===== src/rtl/button_event_if.sv =====
// -----------------------------------------------------------------------------
// button_event_if
// Click-event handshake between the button front end and its single consumer.
//
//   evt_valid : producer -> consumer, an event is being offered
//   evt_id    : producer -> consumer, index of the button whose click is offered
//   evt_ready : consumer -> producer, consumer takes the offered event this cycle
//
// An event transfers on a rising clock edge where evt_valid & evt_ready.
// The master modport is the producer (button_event_scheduler).
// The slave modport is the consumer.
// -----------------------------------------------------------------------------
interface button_event_if #(
    parameter int ID_W = 2
);
    logic            evt_valid;
    logic            evt_ready;
    logic [ID_W-1:0] evt_id;

    modport master (
        output evt_valid,
        output evt_id,
        input  evt_ready
    );

    modport slave (
        input  evt_valid,
        input  evt_id,
        output evt_ready
    );
endinterface


===== src/rtl/button_event_scheduler.sv =====
// -----------------------------------------------------------------------------
// button_event_scheduler
// Debounces N_BTN raw push-buttons and hands completed clicks, one at a time,
// to a single consumer.
//
// Each button goes through the following stages:
//   - a 2-flop synchroniser;
//   - a press/hold/release debounce FSM that advances only on a shared
//     prescaled sample tick;
//   - a pending-click flag.
// A round-robin arbiter offers the pending clicks over a valid/ready handshake.
//
// Ports:
//   clk       : system clock, rising edge
//   rst_n     : asynchronous active-low reset
//   btn       : raw asynchronous button levels, 1 = pressed
//   evt       : event handshake (master side: evt_valid/evt_id out, evt_ready in)
//   pending   : per-button pending-click flags
//   evt_drop  : one-cycle pulse when a click is lost because its flag was
//               already set
// -----------------------------------------------------------------------------
module button_event_scheduler #(
    parameter int N_BTN = 4,
    parameter int ID_W  = 2,
    parameter int DIV   = 16
) (
    input  logic               clk,
    input  logic               rst_n,
    input  logic [N_BTN-1:0]   btn,
    button_event_if.master     evt,
    output logic [N_BTN-1:0]   pending,
    output logic               evt_drop
);

    localparam int               CNT_W   = (DIV > 1) ? $clog2(DIV) : 1;
    localparam logic [CNT_W-1:0] CNT_MAX = CNT_W'(DIV - 1);

    localparam logic [1:0] ST_WAIT     = 2'd0;
    localparam logic [1:0] ST_PRESSED  = 2'd1;
    localparam logic [1:0] ST_HELD     = 2'd2;
    localparam logic [1:0] ST_RELEASED = 2'd3;

    // ------------------------------------------------------------------
    // Synchroniser and sample tick
    // ------------------------------------------------------------------
    logic [N_BTN-1:0] sync1_q, sync1_d;
    logic [N_BTN-1:0] sync2_q, sync2_d;
    logic [N_BTN-1:0] bs;
    logic [CNT_W-1:0] cnt_q, cnt_d;
    logic             tick;

    always_comb begin
        sync1_d = btn;
        sync2_d = sync1_q;
    end

    assign bs = sync2_q;

    // With DIV=1 the counter is pinned at 0 == CNT_MAX, so tick is constant 1.
    assign tick = (cnt_q == CNT_MAX);

    always_comb begin
        cnt_d = tick ? '0 : cnt_q + CNT_W'(1);
    end

    // ------------------------------------------------------------------
    // Per-button debounce FSMs
    // ------------------------------------------------------------------
    logic [N_BTN-1:0] click;

    generate
        for (genvar gi = 0; gi < N_BTN; gi++) begin : g_btn
            logic [1:0] st_q, st_d;
            logic       click_b;

            always_comb begin
                st_d    = st_q;
                click_b = 1'b0;
                if (tick) begin
                    case (st_q)
                        ST_WAIT:     st_d = bs[gi] ? ST_PRESSED : ST_WAIT;
                        // A single high sample is treated as a glitch.
                        ST_PRESSED:  st_d = bs[gi] ? ST_HELD : ST_WAIT;
                        ST_HELD:     st_d = bs[gi] ? ST_HELD : ST_RELEASED;
                        // A single low sample is a bounce.
                        // A second low sample completes the click.
                        ST_RELEASED: begin
                            if (bs[gi]) begin
                                st_d = ST_PRESSED;
                            end else begin
                                st_d    = ST_WAIT;
                                click_b = 1'b1;
                            end
                        end
                        default:     st_d = ST_WAIT;
                    endcase
                end
            end

            always_ff @(posedge clk or negedge rst_n) begin
                if (!rst_n) begin
                    st_q <= ST_WAIT;
                end else begin
                    st_q <= st_d;
                end
            end

            assign click[gi] = click_b;
        end
    endgenerate

    // ------------------------------------------------------------------
    // Pending flags and drop detection
    // ------------------------------------------------------------------
    logic [N_BTN-1:0] pending_q, pending_d;
    logic             drop_q, drop_d;
    logic             valid_q, valid_d;
    logic [ID_W-1:0]  id_q, id_d;
    logic [ID_W-1:0]  ptr_q, ptr_d;
    logic             hs;
    logic [N_BTN-1:0] clr;

    assign hs = valid_q & evt.evt_ready;

    generate
        for (genvar gi = 0; gi < N_BTN; gi++) begin : g_clr
            assign clr[gi] = hs & (id_q == ID_W'(gi));
        end
    endgenerate

    // A click on the same edge as its own handshake re-arms the flag.
    // This case is not a drop: only clicks that land on a flag that stays
    // set are lost.
    always_comb begin
        pending_d = (pending_q & ~clr) | click;
        drop_d    = |(click & pending_q & ~clr);
    end

    // ------------------------------------------------------------------
    // Round-robin arbiter
    // ------------------------------------------------------------------
    logic [ID_W-1:0] pick;
    logic [ID_W-1:0] cand;
    int              idx;

    // The scan runs from the farthest candidate (ptr+N) down to the nearest
    // (ptr+1).
    // The last hit therefore wins, which is the first set bit after ptr.
    always_comb begin
        pick = '0;
        cand = '0;
        idx  = 0;
        for (int k = N_BTN; k >= 1; k--) begin
            idx  = (int'(ptr_q) + k) % N_BTN;
            cand = ID_W'(idx);
            if (pending_q[cand]) begin
                pick = cand;
            end
        end
    end

    // evt_valid drops on every handshake.
    // The next offer is computed from the already-cleared flags one cycle
    // later, so events are at least two cycles apart.
    always_comb begin
        valid_d = valid_q;
        id_d    = id_q;
        ptr_d   = ptr_q;
        if (valid_q) begin
            if (evt.evt_ready) begin
                valid_d = 1'b0;
                ptr_d   = id_q;
            end
        end else if (|pending_q) begin
            valid_d = 1'b1;
            id_d    = pick;
        end
    end

    // ------------------------------------------------------------------
    // State registers
    // ------------------------------------------------------------------
    always_ff @(posedge clk or negedge rst_n) begin
        if (!rst_n) begin
            sync1_q   <= '0;
            sync2_q   <= '0;
            cnt_q     <= '0;
            pending_q <= '0;
            drop_q    <= 1'b0;
            valid_q   <= 1'b0;
            id_q      <= '0;
            ptr_q     <= ID_W'(N_BTN - 1);
        end else begin
            sync1_q   <= sync1_d;
            sync2_q   <= sync2_d;
            cnt_q     <= cnt_d;
            pending_q <= pending_d;
            drop_q    <= drop_d;
            valid_q   <= valid_d;
            id_q      <= id_d;
            ptr_q     <= ptr_d;
        end
    end

    assign evt.evt_valid = valid_q;
    assign evt.evt_id    = id_q;
    assign pending       = pending_q;
    assign evt_drop      = drop_q;

endmodule


===== src/flat_wrapper.sv =====
// flat-port wrapper written by rule: the top's interface ports become plain ports
module button_event_scheduler_flat 
#(
    parameter int N_BTN = 4,
    parameter int ID_W  = 2,
    parameter int DIV   = 16
)
  (clk, rst_n, btn, pending, evt_drop, evt_evt_valid, evt_evt_id, evt_evt_ready);
  button_event_if #(.ID_W(ID_W)) evt_i ();
  input  logic clk;
  input  logic rst_n;
  input  logic [N_BTN-1:0] btn;
  output logic [N_BTN-1:0] pending;
  output logic evt_drop;
  output wire logic [$bits(evt_i.evt_valid)-1:0] evt_evt_valid;
  output wire logic [$bits(evt_i.evt_id)-1:0] evt_evt_id;
  input wire logic [$bits(evt_i.evt_ready)-1:0] evt_evt_ready;
  assign evt_evt_valid = evt_i.evt_valid;
  assign evt_evt_id = evt_i.evt_id;
  assign evt_i.evt_ready = evt_evt_ready;
  button_event_scheduler #(.N_BTN(N_BTN), .ID_W(ID_W), .DIV(DIV)) u_core (.clk(clk), .rst_n(rst_n), .btn(btn), .evt(evt_i), .pending(pending), .evt_drop(evt_drop));
endmodule

===== config.mk =====
export PLATFORM = sky130hd
export DESIGN_NAME = button_event_scheduler_flat
export DESIGN_NICKNAME = d
export VERILOG_FILES = /design/src/rtl/button_event_if.sv /design/src/rtl/button_event_scheduler.sv /design/src/flat_wrapper.sv
export SDC_FILE = /design/constraint.sdc
export NUM_CORES = 1
export LEC_CHECK = 0
export CAP_MARGIN = 25
export CORE_MARGIN = 5
export CORE_UTILIZATION = 40
export DETAILED_ROUTE_END_ITERATION = 10
export PLACE_DENSITY = 0.56
export SKIP_CTS_REPAIR_TIMING = 1
export SLEW_MARGIN = 10
export SYNTH_ARGS = -nofsm -noshare
export SYNTH_HDL_FRONTEND = slang
export SYNTH_SLANG_ARGS = --single-unit

===== constraint.sdc =====
create_clock -name clk -period 1.5 [get_ports clk]
set_clock_uncertainty 0.1 [all_clocks]
set_input_delay 0.3 -clock clk [delete_from_list [all_inputs] [get_ports clk]]
set_output_delay 0.3 -clock clk [all_outputs]
set_load 0.005 [all_outputs]

==> results.md <==
* Worst EP required at 1.54 ns
* Critical path peak fanout at 2
* Worst Hold Slack at 0.244 ns
* Via count at 1072
* First-pass GRT wire length at 4.44 mm
* DRT iter0 DRCs at 57
* Final ANT Viol Nets at 0
* Layout fillers at 318
* Most common cell after layout, fill and taps aside: dfrtp_1
* Hold Crit Class: reg2reg
* Worst path arrival time at 1.53 ns
* Num CTS Buffers at 5
* Leak pwr at 1.01 nW
* Worst slew pin tran at 0.329 ns
* Ys flop type: dfrtp_1
* Setup crit start kind: flip-flop
* RSZ-0062 raised after global routing: yes
* Fmax at 670 MHz
* Die W at 70.7 um
* Mapped Nets at 152
* Final wirelength at 2.72 mm
* Commonest non-fill, non-tap cells in the layout: dfrtp_1, buf_4, nand2_1, ha_1, inv_1
* Post-synth EDFFs at 0
* Sequential-to-total area share from yosys stat at 0.512
* Grt total ovfl at 0
* Setup crit end kind: flip-flop
* Fin area at 1930 um^2
* Vias per cell at 4.94
* Seq. cell area at 756 um^2
* Clock sinks at 30
* CTS tree: yes
* Root Buffer: clkbuf_8
* Syn Inst Count at 132
* Routed WL per cell at 12.5 um
* Antenna violations before repair at 0
* Area of the multi-input gates at 671 um^2
* Cell Rows at 22
* Post-route DRC violation count at 0
* Height of the die at 70.7 um
* Placer congestion estimate at 0.809
* Slew headroom at 0.779
* Crit path kind: reg2reg
* Hold Fails Final Rpt at 0
* H-tree depth at 2
* Layout cells sized above 1 at 0.219
* Placeable Area at 3610 um^2
* Yosys reg bits at 30
* Port-buffer cells at 14
* Worst-Skew Late Latency at 0.28 ns
* Area after DPL at 1740 um^2
* Final Slew Violations at 0
* Clock Path Buffers at 2
* Worst VDD drop at 555 uV
* Pwr dens at 1330 nW/um^2
* Die Area at 4990 um^2
* Vias in the first global route at 1063
* Asr flop ratio synth at 1.00
* Clock slew at reported path FFs at 0.07 ns
* Initial Utilization at 0.408
* MaxCap Viol Count at 0
* Drt pass-1 iters at 4
* Area Overhead vs Synth at 31.5%
* Post-synth cell types at 34
* Pin count of the biggest net entering global routing at 31
* Cell Area, Synth at 1470 um^2
* Post-DP HPWL at 2.00 mm
* Status: completed
* Layout Nets at 188
* # setup viols final at 0
* Global Route Usage Sum at 0.114
* Ports at 15
* Mapped Avg Cell Area at 11.1 um^2
* Antenna Cells at 0
* Fin crit share at 0.995
* Synth Warn # at 0
* Post-route minimum period at 1.49 ns
registers in the layout (all words and copies together) (netlist names):
signal                flops
u_core.ptr_q              2
u_core.evt.evt_id         2
u_core.cnt_q              4
u_core.g_btn.st_q         8
u_core.evt.evt_valid      1
u_core.evt_drop           1
u_core.pending            4
u_core.sync1_q            4
u_core.bs                 4
final timing paths:
path                                   start              endpoint  slack, ns  cells after the start
setup reg to reg           u_core.pending[1]  u_core.evt.evt_id[0]      0.007                      4
hold reg to reg            u_core.sync1_q[2]          u_core.bs[2]       0.24                      0
min in group asynchronous              rst_n     u_core.sync1_q[0]       0.28                      2
setup / recovery           u_core.pending[1]  u_core.evt.evt_id[0]      0.007                      4
max in group asynchronous              rst_n       u_core.ptr_q[0]       0.78                      2
hold / removal             u_core.sync1_q[2]          u_core.bs[2]       0.24                      0
per-stage QoR:
step | total power, mW | cells | utilization | setup TNS [ns] | setup WS [ns]
after floorplan | 1.44 | 132 | - | 0 | 0.0858
after global placement | 1.78 | 201 | 0.482 | -0.00426 | -0.00426
after detailed placement | 1.80 | 201 | 0.482 | -0.0123 | -0.0123
after CTS | 2.47 | 209 | 0.508 | -0.931 | -0.262
after global routing | 2.71 | 217 | 0.536 | -0.0275 | -0.0200
final | 2.57 | 217 | 0.536 | 0 | 0.00709
cell families after synthesis:
family / synth area share
xor+xnor: 0.00595
buf+inv: 0.0425
fa+ha+maj: 0.111
compound gates: 0.126
mux: 0.0689
flops: 0.512
simple gates: 0.134
cell type report:
cell class / count / area share
Multi-Input combinational cell: 88 / 0.347
Inverter: 11 / 0.0213
Timing Repair Buffer: 32 / 0.161
Clock inverter: 2 / 0.00647
Tap cell: 48 / 0.0310
Clock buffer: 6 / 0.0427
Sequential cell: 30 / 0.391
power by group:
part	switching, mW	total (mW)	internal, mW	leakage, nW
logic	0.366	0.841	0.475	0.594
clock network	0.290	0.658	0.368	0.0472
registers	0.115	1.07	0.955	0.367
total	0.771	2.57	1.80	1.01
cell usage after synthesis, drive strengths merged, types with 2 or more instances:
library cell | count | area [um^2]
nor2b | 5 | 33.8
inv | 11 | 41.3
nand3 | 3 | 15.0
mux2i | 9 | 90.1
or2b | 2 | 15.0
o21ai | 14 | 70.1
nand2 | 15 | 56.3
o32a | 2 | 21.3
nor2 | 2 | 7.51
a22o | 2 | 17.5
a21oi | 3 | 18.8
o2111ai | 2 | 17.5
nand4 | 4 | 25.0
buf | 3 | 21.3
a21boi | 2 | 15.0
ha | 13 | 163
dfrtp | 28 | 701
dfstp | 2 | 52.6
critical path, stage by stage, from the launching register on:
cell     delay (ns)
dfrtp_1        0.39
buf_4          0.15
or4_4          0.54
a21oi_4        0.14
a41oi_2        0.04
metal layers:
metal  GRT usage  share of wire
met5           0              0
met4      0.0501          0.011
met3      0.0497          0.054
met2       0.195           0.50
met1       0.121           0.44
Note: power is estimated with default switching activity, not from simulation.
==> RTL change 1, RTL diff (config.mk and constraints unchanged) <==
`DIV` is set to 16 in 2 places; all go to 8.
--- a/src/rtl/button_event_scheduler.sv
+++ b/src/rtl/button_event_scheduler.sv
@@ -22,7 +22,7 @@
 module button_event_scheduler #(
     parameter int N_BTN = 4,
     parameter int ID_W  = 2,
-    parameter int DIV   = 16
+    parameter int DIV   = 8
 ) (
     input  logic               clk,
     input  logic               rst_n,
--- a/src/flat_wrapper.sv
+++ b/src/flat_wrapper.sv
@@ -3,7 +3,7 @@
 #(
     parameter int N_BTN = 4,
     parameter int ID_W  = 2,
-    parameter int DIV   = 16
+    parameter int DIV   = 8
 )
   (clk, rst_n, btn, pending, evt_drop, evt_evt_valid, evt_evt_id, evt_evt_ready);
   button_event_if #(.ID_W(ID_W)) evt_i ();
Behaviour: same outputs for any inputs over 10 cycles, from zero or initial values and one cycle with rst_n low; that may be too few to reach the edited logic, so the function may still have changed.
==> RTL change 1 against the original RTL <==
The flow now finishes with violations (setup timing). Sequential cell count is 1 lower. Cell area is 1.4% lower. Clock power is 20% higher. Total power is 24% higher. Worst setup slack worse by 37 ps. Wire length is 2.2% higher. Global-route usage is 0.82 points higher. Hold slack worse by 19 ps. Via count is 2.8% lower. Non-clock buffer count is 2 higher. Area after synthesis is 4.0% lower. Critical endpoint is now u_core.evt_drop. Largest cell class unchanged.
==> RTL change 1: results (changes against the original RTL) <==
Status: finished with violations (was completed)
Failing checks: setup timing
HP Class: input port to async pin (was register to register)
DRT iter0 DRCs: 23 (was 57)
CP Data Arrival Time: 1640 ps (was 1530 ps)
Largest net degree at the start of global routing: 30 (was 31)
Global-route wire length before repair: 4690 µm (was 4440 µm)
Worst Path Max Fanout: 5 (was 2)
Setup Viol. Count Final: 2 (was 0)
Setup TNS: -59.5 ps (was 0 ps)
Clk root buf: clkbuf_4 (was clkbuf_8)
Path depth of the worst reg2reg path: 5 (was 4)
Register area share after synthesis: 51.6% (was 51.2%)
Post-synth top cells: dfrtp_1, ha_1, inv_1 (was dfrtp_1, nand2_1, ha_1)
Setup WS pre-CTS: -115 ps (was -12.3 ps)
RR Endpoint: u_core.evt_drop (was u_core.evt.evt_id[0])
Clock Latency Late Sink: 330 ps (was 280 ps)
Nets: 186 (was 188)
Setup slack after layout: -30.3 ps (was 7.09 ps)
Placed cell count: 196 (was 201)
Reg2reg start: u_core.cnt_q[1] (was u_core.pending[1])
Synth area leaders: dfrtp_1, ha_1, mux2i_1 (unchanged)
Pleak: 0.988 nW (was 1.01 nW)
Share of post-route cells with drive strength above 1: 23.5% (was 21.9%)
Clock Pin Slew Worst Setup and Hold Paths: 100 ps (was 70 ps)
Max-slew headroom: 80.6% (was 77.9%)
HPWL Detailed: 1970 µm (was 2000 µm)
DR vias: 1042 (was 1072)
Synthesized Nets: 148 (was 152)
Syn Inst Count: 127 (was 132)
IR drop worst, VDD: 0.786 mV (was 0.555 mV)
Synth unique cells: 32 (was 34)
[RTL change 1: metrics by stage]
stage | util, % | cell area (µm²)
floorplan | - | 1410
detailed placement | 50.2 | 1700
global route | 56.3 | 1910
finish | 56.3 | 1910
CTS | 53.2 | 1800
global placement | 50.2 | 1700
[RTL change 1: final cells by class]
type                    count  area share, %
well taps                  46           3.02
clock buffers               5           1.97
clock inverters             3           3.41
inverters                  11           2.17
multi-input cells          84           34.2
repair buffers             34           16.9
flip-flops and latches     29           38.3
[RTL change 1: worst max-delay path, cell delays in order, from the launching register on]
cell and delay [ps]:
dfrtp_1 380, ha_2 190, ha_4 160, and4b_1 190, nor4_1 260, o22ai_1 130
[RTL change 1: routing by layer]
metal  part of all wire, %  GRT usage [%]
met2                    49           20.0
met3                   4.8           4.49
met4                   1.9           5.21
met5                     0              0
met1                    44           14.2
[RTL change 1: how the worst min path moves through the flow]
stage                                  from         endpoint  slack, ps  depth (start not counted)
after floorplan                       rst_n     u_core.bs[0]       -100                          0
after global placement    u_core.sync1_q[1]     u_core.bs[1]        230                          0
after detailed placement  u_core.sync1_q[1]     u_core.bs[1]        240                          0
after CTS                             rst_n     u_core.bs[3]        210                          2
after global routing                  rst_n  u_core.cnt_q[1]        220                          2
final                                 rst_n     u_core.bs[3]        220                          2
[RTL change 1: logic make-up after synthesis]
kind of cell | after synthesis | synth area share, %
compound gates | 26 | 12.1
fa+ha+maj | 14 | 12.4
buf+inv | 14 | 3.81
flops | 29 | 51.6
mux | 10 | 7.17
simple gates | 34 | 12.9
[RTL change 1: where the power goes]
part / switching [W] / internal, W / total [W]
logic: 0.000556 / 0.000681 / 0.00124
registers: 0.000167 / 0.000989 / 0.00116
clock network: 0.000276 / 0.000516 / 0.000792
==> RTL change 2, RTL diff (config.mk and constraints unchanged) <==
Made on the original files. `pending_q` no longer has a reset.
--- a/src/rtl/button_event_scheduler.sv
+++ b/src/rtl/button_event_scheduler.sv
@@ -185,7 +185,6 @@
             sync1_q   <= '0;
             sync2_q   <= '0;
             cnt_q     <= '0;
-            pending_q <= '0;
             drop_q    <= 1'b0;
             valid_q   <= 1'b0;
             id_q      <= '0;
@@ -194,7 +193,6 @@
             sync1_q   <= sync1_d;
             sync2_q   <= sync2_d;
             cnt_q     <= cnt_d;
-            pending_q <= pending_d;
             drop_q    <= drop_d;
             valid_q   <= valid_d;
             id_q      <= id_d;
@@ -202,6 +200,10 @@
         end
     end
 
+    always_ff @(posedge clk) begin
+        pending_q <= pending_d;
+    end
+
     assign evt.evt_valid = valid_q;
     assign evt.evt_id    = id_q;
     assign pending       = pending_q;
Function: same outputs for any inputs over 10 cycles, from zero or initial values and one cycle with rst_n low; that may be too few to reach the edited logic, so the function may still have changed.
==> RTL change 2 against the original RTL <==
Hold slack got worse by 32 ps. Highest routed layer unchanged. Area after synthesis decreased by 1.4%. Final cell count decreased by 3.2%. Sequential cell count unchanged. Total power decreased by 11%. Wire length decreased by 2.0%. Fmax increased by 2.6%. Combinational power decreased by 13%. Sequential power about the same. Cell area decreased by 5.2%. Worst setup slack improved by 38 ps.
==> RTL change 2: results (changes against the original RTL) <==
Status: completed (unchanged)
Register area share after synthesis: 50.5% (was 51.2%)
Placer congestion estimate: 0.852 (was 0.809)
HPWL Detailed: 1960 µm (was 2000 µm)
IO Port Bufs: 14 (unchanged)
IR drop worst, VDD: 0.434 mV (was 0.555 mV)
Yosys Warn Count: 0 (unchanged)
Vias per inst: 4.94 (about the same)
DRT iter0 DRCs: 46 (was 57)
CTS max path bufs: 2 (unchanged)
Max FFs per register: 8 (unchanged)
Reg2reg start: u_core.pending[0] (was u_core.pending[1])
HP Class: input port to async pin (was register to register)
Largest net degree at the start of global routing: 27 (was 31)
Worst Setup Start Kind: register (unchanged)
WL/cell: 12.7 µm (was 12.5 µm)
Diode count: 0 (unchanged)
Vias in the first global route: 1063 (unchanged)
GRT Util Overall: 12.2% (was 11.4%)
Async S/R FF share, synth: 86.7% (was 100%)
Setup WS pre-CTS: 2.72 ps (was -12.3 ps)
Worst Path Max Fanout: 4 (was 2)
Clk root buf: clkbuf_4 (was clkbuf_8)
Num CTS Buffers: 5 (unchanged)
Clock Pin Slew Worst Setup and Hold Paths: 90 ps (was 70 ps)
Max-slew headroom: 79.3% (was 77.9%)
H-tree depth reported by CTS: 2 (unchanged)
Synth Flop Type: dfrtp_1 (unchanged)
Critical path required time: 1610 ps (was 1540 ps)
Global-route wire length before repair: 4660 µm (was 4440 µm)
Fillers: 326 (was 318)
Syn Inst Count: 132 (unchanged)
Drt pass-1 iters: 4 (unchanged)
Synthesized Nets: 152 (unchanged)
Share of post-route cells with drive strength above 1: 20.1% (was 21.9%)
Post-synth top cells: dfrtp_1, nand2_1, ha_1 (unchanged)
Pleak: 0.947 nW (was 1.01 nW)
Synth unique cells: 35 (was 34)
Clock Latency Late Sink: 330 ps (was 280 ps)
Initial antenna violation count: 0 (unchanged)
Synth area leaders: dfrtp_1, ha_1, mux2i_1 (unchanged)
Biggest register: u_core.g_btn.st_q (unchanged)
Nets: 183 (was 188)
[RTL change 2: through the flow]
step	instances	TNS [ps]	total power, W	area, µm²
finish	210	0	0.00230	1830
global route	210	0	0.00248	1830
CTS	206	-1430	0.00230	1770
detailed placement	198	0	0.00179	1710
global placement	198	-16.3	0.00176	1710
floorplan	132	0	0.00144	1450
[RTL change 2: cell type report]
class | count | area (µm²) | share of cell area [%]
Clock buffer | 7 | 55.1 | 3.00
Clock inverter | 1 | 5.00 | 0.273
Inverter | 11 | 41.3 | 2.25
Multi-Input combinational cell | 88 | 656 | 35.7
Sequential cell | 30 | 749 | 40.9
Tap cell | 46 | 57.6 | 3.14
Timing Repair Buffer | 27 | 270 | 14.7
[RTL change 2: cell families after synthesis]
logic type | count (synthesis) | synth area share [%]
AND/OR/NAND/NOR | 37 | 13.6
flip-flops | 30 | 50.5
AO/OA/AOI/OAI | 27 | 12.8
buffers and inverters | 14 | 4.31
adder cells (fa/ha/maj) | 13 | 11.2
multiplexers | 10 | 6.98
XOR/XNOR | 1 | 0.604
[RTL change 2: final timing paths]
path	slack (ps)	cells after the start	to
setup / recovery	50	4	u_core.evt.evt_id[0]
hold / removal	210	2	u_core.cnt_q[1]
setup reg to reg	50	4	u_core.evt.evt_id[0]
hold reg to reg	250	0	u_core.bs[3]
max in group asynchronous	860	2	u_core.ptr_q[0]
min in group clk	250	0	u_core.bs[3]
[RTL change 2: critical path, stage by stage, from the launching register on]
cell     delay [ps]
dfxtp_4         350
buf_4           140
or4_4           540
a21oi_2         160
a41oi_2          50
[RTL change 2: power by group]
part	switching (W)	leakage, nW	internal [W]
Clock	0.000268	0.0353	0.000227
Combinational	0.000327	0.562	0.000408
Sequential	0.000104	0.350	0.000961
Total	0.000700	0.947	0.00160
[RTL change 2: metal layers]
metal	routed length (µm)	vias to the layer above	global-route usage [%]
met4	60	0	8.51
met5	0	-	0
met3	114	6	3.73
li1	-	523	-
met2	1260	18	19.9
met1	1230	490	13.6
